### src/rtl/cpu_defs_pkg.sv
// Shared RV32I pipeline definitions: datapath widths, stall vector layout and
// the instruction-fetch state encoding.
package cpu_defs;

    localparam int INST_W     = 32;
    localparam int ADDR_W     = 32;
    localparam int STALL_W    = 6;
    localparam int STALL_IF   = 0;
    localparam int STALL_IFID = 1;

    typedef enum logic [1:0] {
        IDLE  = 2'd0,
        FETCH = 2'd1,
        DONE  = 2'd2
    } fetch_state_t;

endpackage

### src/rtl/if_icache.sv
// Direct-mapped instruction cache: combinational lookup, single-word fill.
// Only the valid bits are reset; tag and data contents are don't-care until filled.
module if_icache
    import cpu_defs::*;
#(
    parameter int IDX_W = 7
) (
    input  logic              clk_in,
    input  logic              rst_in,
    input  logic [ADDR_W-1:0] lk_addr,
    output logic              hit,
    output logic [INST_W-1:0] hit_data,
    input  logic              fill_en,
    input  logic [ADDR_W-1:0] fill_addr,
    input  logic [INST_W-1:0] fill_data
);
    localparam int LINES = 1 << IDX_W;
    localparam int TAG_W = ADDR_W - IDX_W - 2;

    logic [LINES-1:0] valid;
    logic [TAG_W-1:0] tags [LINES];
    logic [INST_W-1:0] data [LINES];

    logic [IDX_W-1:0] lk_idx, fill_idx;
    logic [TAG_W-1:0] lk_tag, fill_tag;
    logic             unused_lo;

    assign lk_idx    = lk_addr[IDX_W+1:2];
    assign lk_tag    = lk_addr[ADDR_W-1:IDX_W+2];
    assign fill_idx  = fill_addr[IDX_W+1:2];
    assign fill_tag  = fill_addr[ADDR_W-1:IDX_W+2];
    // Instruction words are aligned; the byte offset never participates.
    assign unused_lo = ^{lk_addr[1:0], fill_addr[1:0]};

    assign hit      = valid[lk_idx] && (tags[lk_idx] == lk_tag);
    assign hit_data = data[lk_idx];

    always_ff @(posedge clk_in) begin
        if (rst_in)
            valid <= '0;
        else if (fill_en)
            valid[fill_idx] <= 1'b1;
    end

    always_ff @(posedge clk_in) begin
        if (fill_en) begin
            tags[fill_idx] <= fill_tag;
            data[fill_idx] <= fill_data;
        end
    end

endmodule

### src/rtl/if_fetch.sv
// RV32I instruction fetch: four byte reads per word, branch redirect, stall hold.
// Define IF_ICACHE_EN to add a direct-mapped I-cache in front of memory.
module if_fetch
    import cpu_defs::*;
#(
    parameter logic [ADDR_W-1:0] RESET_PC     = 32'h0,
    parameter int                ICACHE_IDX_W = 7
) (
    input  logic               clk_in,
    input  logic               rst_in,
    input  logic               rdy_in,
    input  logic [STALL_W-1:0] stall_in,
    input  logic               branch_or_not,
    input  logic [ADDR_W-1:0]  branch_target,
    output logic               mem_req,
    output logic [ADDR_W-1:0]  mem_addr,
    input  logic               mem_ack,
    input  logic [7:0]         mem_byte,
    output logic               stall_req,
    output logic [ADDR_W-1:0]  output_pc,
    output logic [INST_W-1:0]  output_instru
);
    fetch_state_t state, state_n;

    logic [ADDR_W-1:0] pc, fetch_pc;
    logic [1:0]        byte_cnt;
    logic [INST_W-1:0] inst_buf;
    logic              flush;
    logic              hit_pend;
    logic              lk_hit;
    logic [INST_W-1:0] lk_data;
    logic              fill_en;
    logic [INST_W-1:0] fill_data;
    logic              unused_stall;

    assign unused_stall = ^stall_in[STALL_W-1:STALL_IF+1];

    // fetch_pc is the PC of the word about to be fetched; only meaningful on
    // edges that enter FETCH, which is where the cache is probed.
    always_comb begin
        state_n  = state;
        fetch_pc = pc;
        case (state)
            IDLE:  state_n = FETCH;
            FETCH: if (hit_pend || (mem_ack && !flush && byte_cnt == 2'd3))
                       state_n = DONE;
            DONE:  if (!stall_in[STALL_IF]) begin
                       state_n  = FETCH;
                       fetch_pc = pc + 32'd4;
                   end
            default: state_n = IDLE;
        endcase
        if (branch_or_not) begin
            state_n  = FETCH;
            fetch_pc = branch_target;
        end
    end

    assign fill_en   = rdy_in && !branch_or_not && (state == FETCH) && !hit_pend &&
                       !flush && mem_ack && (byte_cnt == 2'd3);
    assign fill_data = {mem_byte, inst_buf[23:0]};

`ifdef IF_ICACHE_EN
    if_icache #(.IDX_W(ICACHE_IDX_W)) u_icache (
        .clk_in    (clk_in),
        .rst_in    (rst_in),
        .lk_addr   (fetch_pc),
        .hit       (lk_hit),
        .hit_data  (lk_data),
        .fill_en   (fill_en),
        .fill_addr (pc),
        .fill_data (fill_data)
    );
`else
    logic unused_cache;
    assign lk_hit       = 1'b0;
    assign lk_data      = '0;
    assign unused_cache = ^{fetch_pc, fill_en, fill_data, (ICACHE_IDX_W > 0)};
`endif

    always_ff @(posedge clk_in) begin
        if (rst_in)
            state <= IDLE;
        else if (rdy_in)
            state <= state_n;
    end

    always_ff @(posedge clk_in) begin
        if (rst_in) begin
            pc            <= RESET_PC;
            byte_cnt      <= 2'd0;
            inst_buf      <= '0;
            flush         <= 1'b0;
            hit_pend      <= 1'b0;
            mem_req       <= 1'b0;
            mem_addr      <= '0;
            stall_req     <= 1'b0;
            output_pc     <= '0;
            output_instru <= '0;
        end else if (rdy_in) begin
            if (branch_or_not) begin
                // Request drops for one cycle; flush swallows any in-flight ack.
                pc            <= branch_target;
                byte_cnt      <= 2'd0;
                flush         <= 1'b1;
                hit_pend      <= lk_hit;
                inst_buf      <= lk_data;
                mem_req       <= 1'b0;
                stall_req     <= 1'b1;
                output_pc     <= '0;
                output_instru <= '0;
            end else begin
                case (state)
                    IDLE: begin
                        byte_cnt  <= 2'd0;
                        hit_pend  <= lk_hit;
                        inst_buf  <= lk_data;
                        mem_req   <= !lk_hit;
                        mem_addr  <= pc;
                        stall_req <= 1'b1;
                    end
                    FETCH: begin
                        if (hit_pend) begin
                            hit_pend      <= 1'b0;
                            flush         <= 1'b0;
                            mem_req       <= 1'b0;
                            stall_req     <= 1'b0;
                            output_pc     <= pc;
                            output_instru <= inst_buf;
                        end else if (flush) begin
                            flush    <= 1'b0;
                            mem_req  <= 1'b1;
                            mem_addr <= pc;
                        end else if (mem_ack) begin
                            inst_buf[{byte_cnt, 3'b000} +: 8] <= mem_byte;
                            byte_cnt <= byte_cnt + 2'd1;
                            if (byte_cnt == 2'd3) begin
                                mem_req       <= 1'b0;
                                stall_req     <= 1'b0;
                                output_pc     <= pc;
                                output_instru <= fill_data;
                            end else begin
                                mem_addr <= pc + 32'(byte_cnt) + 32'd1;
                            end
                        end
                    end
                    DONE: begin
                        if (!stall_in[STALL_IF]) begin
                            pc            <= pc + 32'd4;
                            byte_cnt      <= 2'd0;
                            hit_pend      <= lk_hit;
                            inst_buf      <= lk_data;
                            mem_req       <= !lk_hit;
                            mem_addr      <= pc + 32'd4;
                            stall_req     <= 1'b1;
                            output_instru <= '0;
                        end
                    end
                    default: ;
                endcase
            end
        end
    end

endmodule

### config.mk
export PLATFORM = sky130hd
export DESIGN_NAME = if_fetch
export DESIGN_NICKNAME = d
export VERILOG_FILES = /design/src/rtl/cpu_defs_pkg.sv /design/src/rtl/if_icache.sv /design/src/rtl/if_fetch.sv
export SDC_FILE = /design/constraint.sdc
export NUM_CORES = 1
export LEC_CHECK = 0
export CAP_MARGIN = 0
export CORE_UTILIZATION = 45
export DETAILED_ROUTE_END_ITERATION = 8
export GPL_ROUTABILITY_DRIVEN = 0
export PLACE_DENSITY = 0.73
export SYNTH_ARGS = -nofsm -noshare
export SYNTH_HDL_FRONTEND = slang
export SYNTH_SLANG_ARGS = --single-unit
### constraint.sdc
create_clock -name clk_in -period 2.3 [get_ports clk_in]
set_input_delay 0.575 -clock clk_in [delete_from_list [all_inputs] [get_ports clk_in]]
set_output_delay 0.575 -clock clk_in [all_outputs]
set_load 0.02 [all_outputs]
# ---- Word-level counts from Yosys, hierarchy flattened
# Cells that the tools add are included.
dict set report totals {
  output_inout_bits 98
  word_cells 115
  regBits 168
  input_bits 51
}
dict set report classes {
  shift 2
  mux 53
  addsub 5
  reduce_logical 24
  eq_ne 19
  bitwise_logic 1
}
# operator count
set op_table {}
lappend op_table {{two-way mux 32 bit} 23}
lappend op_table {{case mux 32 bit (3 select lines)} 2}
lappend op_table {{case mux 32 bit (2 select lines)} 1}
lappend op_table {{adder 32 x 1 -> 32 bit, second input constant} 1}
lappend op_table {{adder 32 x 2 -> 32 bit} 1}
lappend op_table {{adder 32 x 3 -> 32 bit, second input constant} 1}
lappend op_table {{bitwise mux 32 bit} 1}
lappend op_table {{variable shift 8 x 7 -> 32 bit, first input constant} 1}
lappend op_table {{variable part select 8 x 7 -> 32 bit} 1}
lappend op_table {{inequality test 3 bit, second input constant} 7}
lappend op_table {{AND reduction 6 bit} 3}
lappend op_table {{two-way mux 2 bit} 8}
lappend op_table {{nonzero test 3 bit} 5}
lappend op_table {{two-way mux 1 bit} 13}
lappend op_table {{case mux 2 bit (3 select lines)} 2}
lappend op_table {{AND reduction 5 bit} 2}
lappend op_table {{AND reduction 3 bit} 3}
lappend op_table {{inequality test 4 bit, second input constant} 2}
lappend op_table {{negation 5 -> 7 bit} 1}
lappend op_table {{AND reduction 7 bit} 1}
lappend op_table {{case mux 1 bit (3 select lines)} 2}
lappend op_table {{inequality test 5 x 4 -> 1 bit, second input constant} 1}
lappend op_table {{inequality test 5 bit, second input constant} 1}
lappend op_table {{equality test 2 bit, second input constant} 2}
lappend op_table {{16 further kinds} 19}

# ---- Logic depth before layout (Yosys ltp)
dict set report logic_depth {
  word_depth 8
  depth_mapped 10
}

# ---- Worst setup path before layout
# Ideal clock, no wire load.
dict set report synth_timing {
  path_kind {flip-flop to flip-flop}
  startpoint {register byte_cnt[0]}
  endpoint {register mem_addr[18]}
  period_less_slack_ns 2.424
  arrival_time_ns 2.294
  setup_ns 0.130
  n_path_buf 1
  setup_slack_ns -0.124
  stages_incl_launch_ff 10
  path_cell_list {dfxtp_1 -> inv_1 -> ha_1 -> fa_1 -> or2_2 -> clkbuf_1 -> nor4_1 -> xor2_1 -> a221oi_1 -> nor3_2}
}
dict set report synth_via {
  elab_chain_len 7
  word_cells_on_any_way 10
}
# element line_no
set synth_lines {}
lappend synth_lines {{start: declaration} if_fetch.sv:26} ;# logic [1:0] byte_cnt;
lappend synth_lines {{start signal: assignment} if_fetch.sv:136} ;# byte_cnt <= byte_cnt + 2'd1;
lappend synth_lines {{adder 32 x 2 -> 32 bit} if_fetch.sv:143} ;# mem_addr <= pc + 32'(byte_cnt) + 32'd1;
lappend synth_lines {{adder 32 x 1 -> 32 bit} if_fetch.sv:143}
lappend synth_lines {{two-way mux 32 bit} if_fetch.sv:137} ;# if (byte_cnt == 2'd3) begin
lappend synth_lines {{two-way mux 32 bit} if_fetch.sv:134} ;# end else if (mem_ack) begin
lappend synth_lines {{two-way mux 32 bit} if_fetch.sv:130} ;# end else if (flush) begin
lappend synth_lines {{two-way mux 32 bit} if_fetch.sv:123} ;# if (hit_pend) begin
lappend synth_lines {{case mux 32 bit (3 select lines)} if_fetch.sv:113} ;# case (state)
lappend synth_lines {{end signal: assignment} if_fetch.sv:119} ;# mem_addr <= pc;
lappend synth_lines {{end signal: assignment} if_fetch.sv:133} ;# mem_addr <= pc;
lappend synth_lines {{end signal: assignment} if_fetch.sv:143}
lappend synth_lines {{end: declaration} if_fetch.sv:16} ;# output logic [ADDR_W-1:0] mem_addr,
# Several ways; a longest one is shown, not always the timed one. The select of a mux whose other input is x is not followed.
# A chain may end at the register's enable or synchronous reset.

# ---- Final worst setup path
dict set report layout_timing {
  startpoint {register pc[0]}
  endpoint {register mem_addr[18]}
}
dict set report layout_via {
  elab_chain_len 7
  word_cells_on_any_way 9
}
# element line_no
set layout_lines {}
lappend layout_lines {{start: declaration} if_fetch.sv:25} ;# logic [ADDR_W-1:0] pc, fetch_pc;
lappend layout_lines {{start signal: assignment} if_fetch.sv:103} ;# pc <= branch_target;
lappend layout_lines {{start signal: assignment} if_fetch.sv:149} ;# pc <= pc + 32'd4;
lappend layout_lines {{adder 32 x 2 -> 32 bit} if_fetch.sv:143}
lappend layout_lines {{adder 32 x 1 -> 32 bit} if_fetch.sv:143}
lappend layout_lines {{two-way mux 32 bit} if_fetch.sv:137}
lappend layout_lines {{two-way mux 32 bit} if_fetch.sv:134}
lappend layout_lines {{two-way mux 32 bit} if_fetch.sv:130}
lappend layout_lines {{two-way mux 32 bit} if_fetch.sv:123}
lappend layout_lines {{case mux 32 bit (3 select lines) (*)} if_fetch.sv:113}
# Every way passes the cells marked *; elsewhere a longest branch is shown, timed or not. The select of a mux whose other input is x is not followed.

==> reports/metrics.cfg <==
[setup_path]
crit_chain=inv_1 -> ha_1 -> fa_1 -> or2_4 -> nor4_2 -> xor2_1 -> a221oi_2 -> nor3_2
cpPeakStageDelay_ns=0.39
path_class=reg -> reg
cp.required_ns=2.59
worst_setup_path_end_kind=flip-flop
arrival_ns=2.54
path_buf_inv=1
path_max_fanout=8
cp_slowest_cell=fa_1
critPathTopFamily=simple AND/OR/NAND/NOR gates
crit_path_start_kind=flip-flop

[power_and_ir_drop]
combPwrFrac_pct=15.1
powerDensity_nw_per_um2=621
pwr-share-clk_pct=41.7
ir_worst_vdd_mv=0.521
power_frac_seq_pct=43.2
swShare_pct=29.5
internal-power_mw=4.76
p_switching_mw=1.99
power_leakage_nw=3.88

[yosys]
muxShareOfSynthArea_pct=0.657
synthXorXnorAreaFrac_pct=1.01
syn_inst=1002
yosys_warnings=0
yosys-top-cells-area=dfxtp_1 41%, a21oi_1 7.2%, nand2_1 5.5%
synth_area_leader_cell=dfxtp_1
synth_edf_count=0
syn-num-nets=1066
syn_area_um2=7810
syn-mean-instance-area_um2=7.80
ys_seq_area_share_pct=40.7
async_reset_ff_share_pct=0
synth_ff_type=dfxtp_1
synth.most_common_cell=dfxtp_1
synth_fa_ha_area_share_pct=2.18
synthDominantCellAreaShare_pct=40.7
yosys_register_bits=159
synth_compound_area_share_pct=23.7
synth_common_cells=159 x dfxtp_1, 115 x nand2_1, 113 x a21oi_1
synthSimpleGateAreaFrac_pct=25.4
synth_cell_types=72
synth_top_family_by_area=simple AND/OR/NAND/NOR gates

[die]
die_w_um=134
dieArea_um2=17900
die_y_um=134
fp.coreArea_um2=16800
fp-row-count=47
io_pins=149
start_util_pct=46.6

[run]
cap_violations=0

[sta]
worst_pin_slew_ns=0.643
rsz0062_at_grt=true
final_hold_viol_count=0
relSlewSlack_pct=57.1
drv_slew=0
setup_tns_ns=0
max_clock_freq_mhz=445
worst_slack_ns=0.0518
finalSetupViolCount=0
min_period_over_period_pct=97.7
clock_skew_ns=0.0115
hold_ws_ns=0.450
fin_crit_ns=2.25

[routing]
drtIter0Drc=884
wire_per_inst_um=17.3
avgViaCountPerCell=5.87
drc_errors=0
wl_um=24800
ant_nets=0
vias=8394
drt_first_pass_iters=9

[placement]
place_ws_ns=-0.187
io_buffers=143
place_area_um2=10200
dp_hpwl_um=17400

[run_status]
status=finished clean

[clock_network]
cts_tree=yes
cts_buffer_depth=2
cts_inserted_buffers=17
root_buffer=clkbuf_16
holdBufCountCts=0
clk_pin_slew_ns=0.07
clock_sinks=159
clk_latency_ns=0.43
h-tree-depth=4

[grt]
grt_max_degree=55
grt_first_pass_wirelength_um=39200
grt_pass1_vias=7701
grt_use_total_pct=27.7
grt_overflow=0
grt_antenna_before_repair=0

[final_layout]
fin_nets=1261
fillCellCount=1463
synthToLayoutAreaGrowth_pct=39.2
fin_util_pct=64.9
drive_gt1_share_pct=16.3
fin_area_um2=10900
insertedDiodeCount=0

[min_path]
hold_path.class=reg -> reg

## layout make-up
class,count,area [um2],area share [%]
repair buffers,269,2520,23.1
flip-flops and latches,159,3190,29.3
clock buffers,17,425,3.91
well taps,220,275,2.53
multi-input cells,733,4240,39.0
inverters,17,63.8,0.587
clock inverters,15,166,1.53
## worst min-delay path: stages (launching register included)
cell	delay (ns)
dfxtp_1	0.31
nand2_1	0.05
a21oi_1	0.05
## worst paths after layout
path	start	endpoint	slack, ns	cells after the start
min reg2reg	output_instru[18]	output_instru[18]	0.45	2
max	pc[0]	mem_addr[18]	0.05	8
max reg2reg	pc[0]	mem_addr[18]	0.05	8
min	output_instru[18]	output_instru[18]	0.45	2
## routing by layer
layer / vias up / GRT usage, % / share of wire [%]
li1: 4017 / - / -
met1: 3922 / 36.5 / 43
met2: 381 / 43.9 / 47
met3: 74 / 5.29 / 7.3
met4: 0 / 12.4 / 3.3
met5: - / 0 / 0
## cells in the final DEF (no fill, tap or decap), types with 6 or more instances in the layout
cell type / count
a21o_1: 6
a31oi_1: 8
clkdlybuf4s50_1: 142
a22oi_1: 46
xor2_1: 6
buf_12: 11
a211oi_1: 10
a221oi_1: 12
nor2b_1: 8
nor3_1: 41
o31ai_1: 6
ha_1: 11
o21ai_0: 26
nand4_1: 16
inv_1: 17
o22ai_1: 13
nand2_1: 114
buf_4: 115
dfxtp_1: 155
a21oi_1: 110
nor2_1: 103
clkbuf_16: 17
nand3_1: 73
or3_1: 12
and2_1: 9
## repair_timing
action	4_1_cts	5_1_grt
pin swaps	0	0
endpoints found under the setup margin	5	66
buffers inserted	0	0
resized for setup	2	23
## sequential cells by signal (all words and copies together), names as in the netlist
signal,flops
mem_addr,32
output_instru,32
output_pc,32
pc,32
inst_buf,24
byte_cnt,2
state,2
flush,1
mem_req,1
stall_req,1
## per-stage QoR
step,power (mW),std cells
floorplan,3.49,1002
global placement,3.95,1398
detailed placement,3.96,1398
CTS,6.75,1430
global route,6.99,1430
finish,6.75,1430
## cells by family after synthesis
kind of cell	count (synthesis)
DFF	159
AOI/OAI and AO/OA	290
and+or+nand+nor	416
muxes	5
buffers and inverters	110
adders and majority gates	13
xor gates and xnor gates	9
## power by group through the flow
stage / combinational, mW / sequential [mW] / clock (mW)
2_1_floorplan: 0.492 / 2.99 / 0
3_3_place_gp: 0.975 / 2.97 / 0
3_5_place_dp: 0.983 / 2.98 / 0
4_1_cts: 0.992 / 2.91 / 2.84
5_1_grt: 1.09 / 2.93 / 2.97
6_report: 1.02 / 2.92 / 2.82
No activity file was read; power rests on OpenSTA's default activity.
